==> config.mk <==
export PLATFORM = sky130hd
export DESIGN_NAME = fifo_mem_param
export DESIGN_NICKNAME = d
export VERILOG_FILES = /design/src/rtl/fifo_mem_param.sv
export SDC_FILE = /design/constraint.sdc
export NUM_CORES = 1
export LEC_CHECK = 0
export CAP_MARGIN = 20
export CORE_ASPECT_RATIO = 1.25
export CORE_UTILIZATION = 51
export DETAILED_ROUTE_END_ITERATION = 7
export PLACE_DENSITY = 0.76
export SKIP_CTS_REPAIR_TIMING = 1
export SLEW_MARGIN = 20
export SYNTH_ARGS = -nofsm -noshare
export SYNTH_HDL_FRONTEND = slang
export SYNTH_SLANG_ARGS = --single-unit
==> constraint.sdc <==
create_clock -name clk -period 2.8 [get_ports clk]
set_input_delay 0.56 -clock clk [delete_from_list [all_inputs] [get_ports clk]]
set_output_delay 0.56 -clock clk [all_outputs]
set_load 0.05 [all_outputs]
==> src/rtl/fifo_mem_param.sv <==
// -----------------------------------------------------------------------------
// fifo_mem_param
//
// Parametrised single-clock FIFO with a registered read port, fill-level
// counter, full/empty and almost-full/almost-empty flags, and sticky
// overflow/underflow indicators.
//
// Optional build macro: FIFO_CLEAR_ON_READ_EN
//   When defined, each popped slot is zeroed in the cycle it is read. A
//   write to the same slot in that cycle takes priority. Port behaviour is
//   identical with or without the macro.
//
// Ports:
//   clk           rising-edge clock
//   reset         asynchronous, active-high reset
//   wr_en         write request
//   data_in       write data (DATA_WIDTH)
//   rd_en         read request
//   data_out      registered read data (DATA_WIDTH), 0 when nothing was popped
//   valid_out     data_out holds a word popped on the previous edge
//   full          fill_level == DEPTH
//   empty         fill_level == 0
//   almost_full   fill_level >= ALMOST_FULL_TH
//   almost_empty  fill_level <= ALMOST_EMPTY_TH
//   fill_level    words currently stored, 0..DEPTH (ADDR_WIDTH+1 bits)
//   overflow      sticky: a write was dropped because the FIFO was full
//   underflow     sticky: a read was ignored because the FIFO was empty
//
// Request semantics: wr_en and rd_en are single-cycle requests sampled on the
// rising edge. A write is accepted when not full, or when full with a read in
// the same cycle (the read frees the slot). A read is accepted when not empty;
// there is no fall-through, so a write into an empty FIFO cannot be read in
// the same cycle. Rejected requests have no effect other than setting the
// matching sticky error flag.
// -----------------------------------------------------------------------------
module fifo_mem_param #(
  parameter int DATA_WIDTH      = 10,
  parameter int ADDR_WIDTH      = 3,
  parameter int ALMOST_FULL_TH  = 6,
  parameter int ALMOST_EMPTY_TH = 2
) (
  input  logic                  clk,
  input  logic                  reset,
  input  logic                  wr_en,
  input  logic [DATA_WIDTH-1:0] data_in,
  input  logic                  rd_en,
  output logic [DATA_WIDTH-1:0] data_out,
  output logic                  valid_out,
  output logic                  full,
  output logic                  empty,
  output logic                  almost_full,
  output logic                  almost_empty,
  output logic [ADDR_WIDTH:0]   fill_level,
  output logic                  overflow,
  output logic                  underflow
);

  localparam int DEPTH = 1 << ADDR_WIDTH;

  localparam logic [ADDR_WIDTH:0] DEPTH_LVL = (ADDR_WIDTH + 1)'(DEPTH);
  localparam logic [ADDR_WIDTH:0] AF_LVL    = (ADDR_WIDTH + 1)'(ALMOST_FULL_TH);
  localparam logic [ADDR_WIDTH:0] AE_LVL    = (ADDR_WIDTH + 1)'(ALMOST_EMPTY_TH);

  logic [DATA_WIDTH-1:0] mem [DEPTH];
  logic [ADDR_WIDTH-1:0] wr_ptr;
  logic [ADDR_WIDTH-1:0] rd_ptr;
  logic                  wr_accept;
  logic                  rd_accept;

  // Flags are pure decodes of the registered level so they all move together.
  assign full         = (fill_level == DEPTH_LVL);
  assign empty        = (fill_level == '0);
  assign almost_full  = (fill_level >= AF_LVL);
  assign almost_empty = (fill_level <= AE_LVL);

  // A read in the same cycle frees a slot, so a full FIFO can still accept.
  assign wr_accept = wr_en && (!full || rd_en);
  assign rd_accept = rd_en && !empty;

  // Storage array: not reset, contents are unobservable until rewritten.
  always_ff @(posedge clk) begin
`ifdef FIFO_CLEAR_ON_READ_EN
    if (rd_accept) begin
      mem[rd_ptr] <= '0;
    end
`endif
    // Placed last so a same-slot write wins over the clear.
    if (wr_accept) begin
      mem[wr_ptr] <= data_in;
    end
  end

  // Pointers, level, read register and sticky flags.
  always_ff @(posedge clk or posedge reset) begin
    if (reset) begin
      wr_ptr     <= '0;
      rd_ptr     <= '0;
      fill_level <= '0;
      data_out   <= '0;
      valid_out  <= 1'b0;
      overflow   <= 1'b0;
      underflow  <= 1'b0;
    end else begin
      if (wr_accept) begin
        wr_ptr <= wr_ptr + 1'b1;
      end

      if (rd_accept) begin
        rd_ptr    <= rd_ptr + 1'b1;
        data_out  <= mem[rd_ptr];
        valid_out <= 1'b1;
      end else begin
        data_out  <= '0;
        valid_out <= 1'b0;
      end

      case ({wr_accept, rd_accept})
        2'b10:   fill_level <= fill_level + 1'b1;
        2'b01:   fill_level <= fill_level - 1'b1;
        default: fill_level <= fill_level;
      endcase

      if (wr_en && !wr_accept) begin
        overflow <= 1'b1;
      end
      if (rd_en && empty) begin
        underflow <= 1'b1;
      end
    end
  end

endmodule

Word level (Yosys, flattened, before mapping)
Memories as Yosys holds them, arrays and structs flattened.
Index checks and enable logic that the tools add are counted.
{ "word_totals": {"reg_bits": 23, "output_inout_bits": 21, "word_cells": 32, "mem_count": 1, "ram_bits": 80, "inputBits": 14} }
{ "mem_list": {"columns": ["memory", "depth", "width", "rd", "rd_ports_with_merged_regs", "wr", "line_no", "rtl"], "rows": [
  ["mem", 8, 10, 1, 0, 1, "64", "logic [DATA_WIDTH-1:0] mem [DEPTH];"]
]} }
{ "op_classes": {"n_reduce_logical": 10, "mux": 5, "n_lt_le_gt_ge": 2, "n_eq_ne": 3, "n_addsub": 4} }
{ "op_table": {"columns": ["cell", "count"], "rows": [
  ["10-bit 2-to-1 mux", 1],
  ["4-bit one-hot mux with 2 select lines", 1],
  ["3-bit by 1-bit adder with 3-bit output (second input constant)", 2],
  ["4-bit by 1-bit adder with 4-bit output (second input constant)", 1],
  ["4-bit == test (second input constant)", 1],
  ["4-bit by 3-bit >= comparator with 1-bit output (second input constant)", 1],
  ["4-bit by 2-bit less-or-equal comparator with 1-bit output (second input constant)", 1],
  ["1-bit logical AND", 4],
  ["4-bit logical NOT", 1],
  ["4-bit by 1-bit subtractor with 4-bit output (second input constant)", 1],
  ["1-bit logical NOT", 3],
  ["1-bit 2-to-1 mux", 3],
  ["2-bit by 1-bit == test with 1-bit output (second input constant)", 1],
  ["2-bit == test (second input constant)", 1],
  ["2-bit nonzero test", 1],
  ["1-bit logical OR", 1]
]} }

Logic depth before layout (Yosys ltp)
{ "logic_depth": {"ltp_word": 6, "ltp_mapped": 10} }

Worst setup path before layout
No wires, ideal clock.
{ "synth_timing": {"kind": "reg2reg", "from": "register fill_level[0]", "to": "register fill_level[3]", "path_stages_with_launch": 10, "t_arrival_ns": 2.962, "slack_ns": -0.252, "period_less_slack_ns": 3.052, "setup_ns": 0.090, "path_cell_list": "dfrtp_1 > buf_6 > or4b_4 > buf_6 > o21ai_4 > ha_1 > clkbuf_1 > or4b_2 > a21o_1 > o221ai_1"} }
{ "synth_between": {"elab_chain_cells": 6} }
{ "synth_lines": {"columns": ["item", "line_no", "rtl"], "rows": [
  ["start: declaration", "53", "output logic [ADDR_WIDTH:0] fill_level,"],
  ["start signal: assignment", "118", "2'b10: fill_level <= fill_level + 1'b1;"],
  ["start signal: assignment", "119", "2'b01: fill_level <= fill_level - 1'b1;"],
  ["start signal: assignment", "120", "default: fill_level <= fill_level;"],
  ["4-bit == test", "71", "assign full = (fill_level == DEPTH_LVL);"],
  ["1-bit logical NOT", "77", "assign wr_accept = wr_en && (!full || rd_en);"],
  ["1-bit logical OR", "77", null],
  ["1-bit logical AND", "77", null],
  ["2-bit by 1-bit == test with 1-bit output / 2-bit == test (equally long branches)", "117", "case ({wr_accept, rd_accept})"],
  ["4-bit one-hot mux with 2 select lines / 2-bit nonzero test (equally long branches)", null, null]
]} }
Several ways; a longest one is shown, not always the timed one.
A chain may end at the register's enable or synchronous reset.

Worst setup path in the final report
Ends and elaborated chain as after synthesis.

==> impl_summary.log <==
INFO  metric run_status = finished clean
INFO  metric initial_antenna_violation_count = 0
INFO  metric final_gp_congestion = 0.7603
INFO  metric via_count = 2,303
INFO  metric wirelength = 7.473 mm
INFO  metric insertion_delay = 0.38 ns
INFO  metric synth_area_leader_cell = sky130_fd_sc_hd__edfxtp_1
INFO  metric worst-path-max-fanout = 10
INFO  metric yosysSeqAreaShare = 72.30%
INFO  metric cts_max_path_buffers = 2
INFO  metric ios = 35
INFO  metric synth_compound_gate_area_share = 6.531%
INFO  metric htree_num_levels = 3
INFO  metric total_power = 5.190 mW
INFO  metric final_period_minus_worst_setup_slack = 2.780 ns
INFO  metric timing.critical_path.arrival = 2.99 ns
INFO  metric numPortBuffers = 34
INFO  metric synth_cell_types = 36
INFO  metric synth.ff_latch_count = 103
INFO  metric grt-ovfl-total = 0
INFO  metric final.fill_count = 580
INFO  metric route.detailed.vias_per_inst = 5.786
INFO  metric tritoncts_clock_tree = yes
INFO  metric pre_cts_ws = -0.05529 ns
INFO  metric instances_no_fill = 398
INFO  metric timing.critical_path.cells = or4b_4, o21ai_4, ha_1, or3b_2, a2111oi_0, o221ai_1
INFO  metric worst_ep_required_time = 3.01 ns
INFO  metric synth_most_common_cell = sky130_fd_sc_hd__edfxtp_1
INFO  metric setup_repair_after_global_routing_missed_its_margin = no
INFO  metric synth_xor_area_share = 1.488%
INFO  metric fin_setup_tns = 0 ns
INFO  metric wl_per_cell = 18.78 µm
INFO  metric final_net_count = 317
INFO  metric synth_top_family_by_area = multiplexers
INFO  metric crit_path_max_incr_delay = 0.61 ns
INFO  metric whs = 0.4693 ns
INFO  metric rows = 36
INFO  metric max_slew.worst_pin.slew = 0.9140 ns
INFO  metric drcViolationCount = 0
INFO  metric clock-root-buffer = sky130_fd_sc_hd__clkbuf_8
INFO  metric maxSlewHeadroom = 39.00%
INFO  metric timing.max_cap.violations = 0
INFO  metric synth_top_area_share = 58.32%
INFO  metric post-route-period-util = 99.30%
INFO  metric fraction_of_final_layout_cells_sized_beyond_drive_strength_1 = 16.17%
INFO  metric post-place-cells = 382
INFO  metric final_hold_viol_count = 0
INFO  metric reg2reg_from = fill_level[0]
INFO  metric path_class = register to register
INFO  metric vert_die_dim = 102.5 µm
INFO  metric numClockSinks = 103
INFO  metric mappedNetlistNets = 265
INFO  metric p_leak = 1.867 nW
INFO  metric grt_pass1_vias = 2,222
INFO  metric die_area = 8442 µm²
INFO  metric critPathLaunchType = register
INFO  metric area_growth = 18.74%
INFO  metric ys_warn_count = 0
INFO  metric initial_standard_cell_utilization_of_the_core = 52.86%
INFO  metric dp.final_hpwl = 4.700 mm
INFO  metric track_usage = 19.46%
INFO  metric final_critical_path_setup_slack = 0.01970 ns
INFO  metric synth-edff-count = 80
INFO  metric yosys.area_share.simple = 5.103%
INFO  metric power_density = 1061 nW/µm²
INFO  metric max_freq = 359.7 MHz
INFO  metric largest_net_degree_at_the_start_of_global_routing = 24
INFO  metric synth_area = 4119 µm²
INFO  metric commonest_cells_in_the_netlist = sky130_fd_sc_hd__edfxtp_1 (80), sky130_fd_sc_hd__mux2i_1 (41), sky130_fd_sc_hd__dfrtp_1 (23), sky130_fd_sc_hd__a22oi_1 (20), sky130_fd_sc_hd__and3_1 (10)
INFO  metric crit_slowest_cell = sky130_fd_sc_hd__or4b_4
INFO  metric std_cell_core_area = 7792 µm²
INFO  metric die_x = 82.38 µm
INFO  metric synth.area.mux_share = 10.87%
INFO  metric yosys-top-cells-area = sky130_fd_sc_hd__edfxtp_1 (58%), sky130_fd_sc_hd__dfrtp_1 (14%), sky130_fd_sc_hd__mux2i_1 (10%)
INFO  metric synth-async-reset-ratio = 22.33%
INFO  metric detailedRoute.firstIterationViolations = 133
INFO  metric cts-buffers-inserted = 9
INFO  metric postRouteAntennaNets = 0
INFO  metric critical_path_endpoint_category = register
INFO  metric drt_pre_antenna_iters = 5
INFO  metric min_path_type = register to register
INFO  metric worst_ir_drop_vdd = 0.001050 V
INFO  metric grt_first_pass_wirelength = 11.34 mm
INFO  metric min_from = overflow
INFO  metric clock_skew = 0.01150 ns
INFO  metric setup_viol_count_final = 0
INFO  metric most_frequently_used_flop_master_after_synthesis = sky130_fd_sc_hd__edfxtp_1
INFO  metric antenna_cells_inserted = 0
INFO  metric post_synth.cell_area_avg = 16.74 µm²
INFO  metric synth_cells = 246
INFO  metric synth_fa_ha_area_share = 1.519%
INFO  metric clk_pin_slew_worst_paths = 0.10 ns
INFO  metric startpoint = fill_level[0]
INFO  metric drv_slew = 0
[per-layer routing]
| layer | vias to the layer above | share of wire, % | global-route usage, % |
|---|---|---|---|
| met5 | - | 0 | 0 |
| met4 | 0 | 2.4 | 9.717 |
| met3 | 18 | 3.5 | 3.393 |
| met2 | 58 | 52 | 33.38 |
| met1 | 1172 | 42 | 23.39 |
| li1 | 1055 | - | - |
[flip-flops by register name, indices dropped and copies added, names as in the netlist]
name	flops
mem	80
overflow	1
rd_ptr	3
underflow	1
valid_out	1
fill_level	4
wr_ptr	3
data_out	10
[worst paths after layout]
kind | depth (start not counted) | slack [ns] | to
worst min register to register | 1 | 0.47 | overflow
min in group asynchronous | 2 | 0.68 | data_out[1]
worst min-delay path | 1 | 0.47 | overflow
worst max register to register | 6 | 0.02 | fill_level[3]
worst max-delay path | 6 | 0.02 | fill_level[3]
max in group asynchronous | 2 | 1.50 | fill_level[0]
[kinds of logic (layout without fill, tap and decap cells)]
| group | count (synthesis) | in the layout |
|---|---|---|
| flops | 103 | 103 |
| mux | 44 | 44 |
| simple gates | 35 | 35 |
| compound gates | 34 | 34 |
| buf+inv | 18 | 75 |
| xor+xnor | 7 | 7 |
| fa+ha+maj | 5 | 5 |
[through the flow]
| step | util, % | instance area (µm²) |
|---|---|---|
| 6_report | 62.76 | 4891 |
| 3_5_place_dp | 60.07 | 4681 |
| 3_3_place_gp | 60.07 | 4681 |
| 2_1_floorplan | - | 4121 |
| 5_1_grt | 62.76 | 4891 |
| 4_1_cts | 62.73 | 4888 |
[report_power, final]
group | switching [mW] | total [mW] | internal, mW
registers | 0.260 | 2.24 | 1.98
logic | 1.18 | 2.02 | 0.846
clock network | 0.569 | 0.928 | 0.360
total | 2.00 | 5.19 | 3.19
[layout make-up]
| type | count | area [µm²] | area share (%) |
|---|---|---|---|
| repair buffers | 55 | 510.5 | 10.44 |
| clock inverters | 7 | 83.83 | 1.714 |
| multi-input cells | 125 | 1057 | 21.62 |
| flip-flops and latches | 103 | 2982 | 60.96 |
| well taps | 95 | 118.9 | 2.430 |
| inverters | 4 | 15.01 | 0.3070 |
| clock buffers | 9 | 123.9 | 2.533 |
[placed cells by master, fill, tap and decap left out, types with 3 or more instances in the layout]
master                            count
sky130_fd_sc_hd__xnor2_1              5
sky130_fd_sc_hd__nor3_1               4
sky130_fd_sc_hd__ha_1                 5
sky130_fd_sc_hd__dfrtp_1             20
sky130_fd_sc_hd__nor2_1               6
sky130_fd_sc_hd__a21o_1               4
sky130_fd_sc_hd__dfrtp_2              3
sky130_fd_sc_hd__mux2i_1             41
sky130_fd_sc_hd__buf_4               21
sky130_fd_sc_hd__a22oi_1             20
sky130_fd_sc_hd__inv_8                3
sky130_fd_sc_hd__nor2b_1              3
sky130_fd_sc_hd__inv_1                4
sky130_fd_sc_hd__edfxtp_1            80
sky130_fd_sc_hd__clkbuf_8             9
sky130_fd_sc_hd__and3_1              10
sky130_fd_sc_hd__clkdlybuf4s50_1     32
[critical path, delay by kind of cell (launching register included)]
kind / cells / cell delay (ns)
AO/OA/AOI/OAI: 3 / 0.89
adder cells (fa/ha/maj): 1 / 0.18
flip-flops: 1 / 0.49
AND/OR/NAND/NOR: 2 / 1.07
Note: power is estimated with default switching activity, not from simulation.
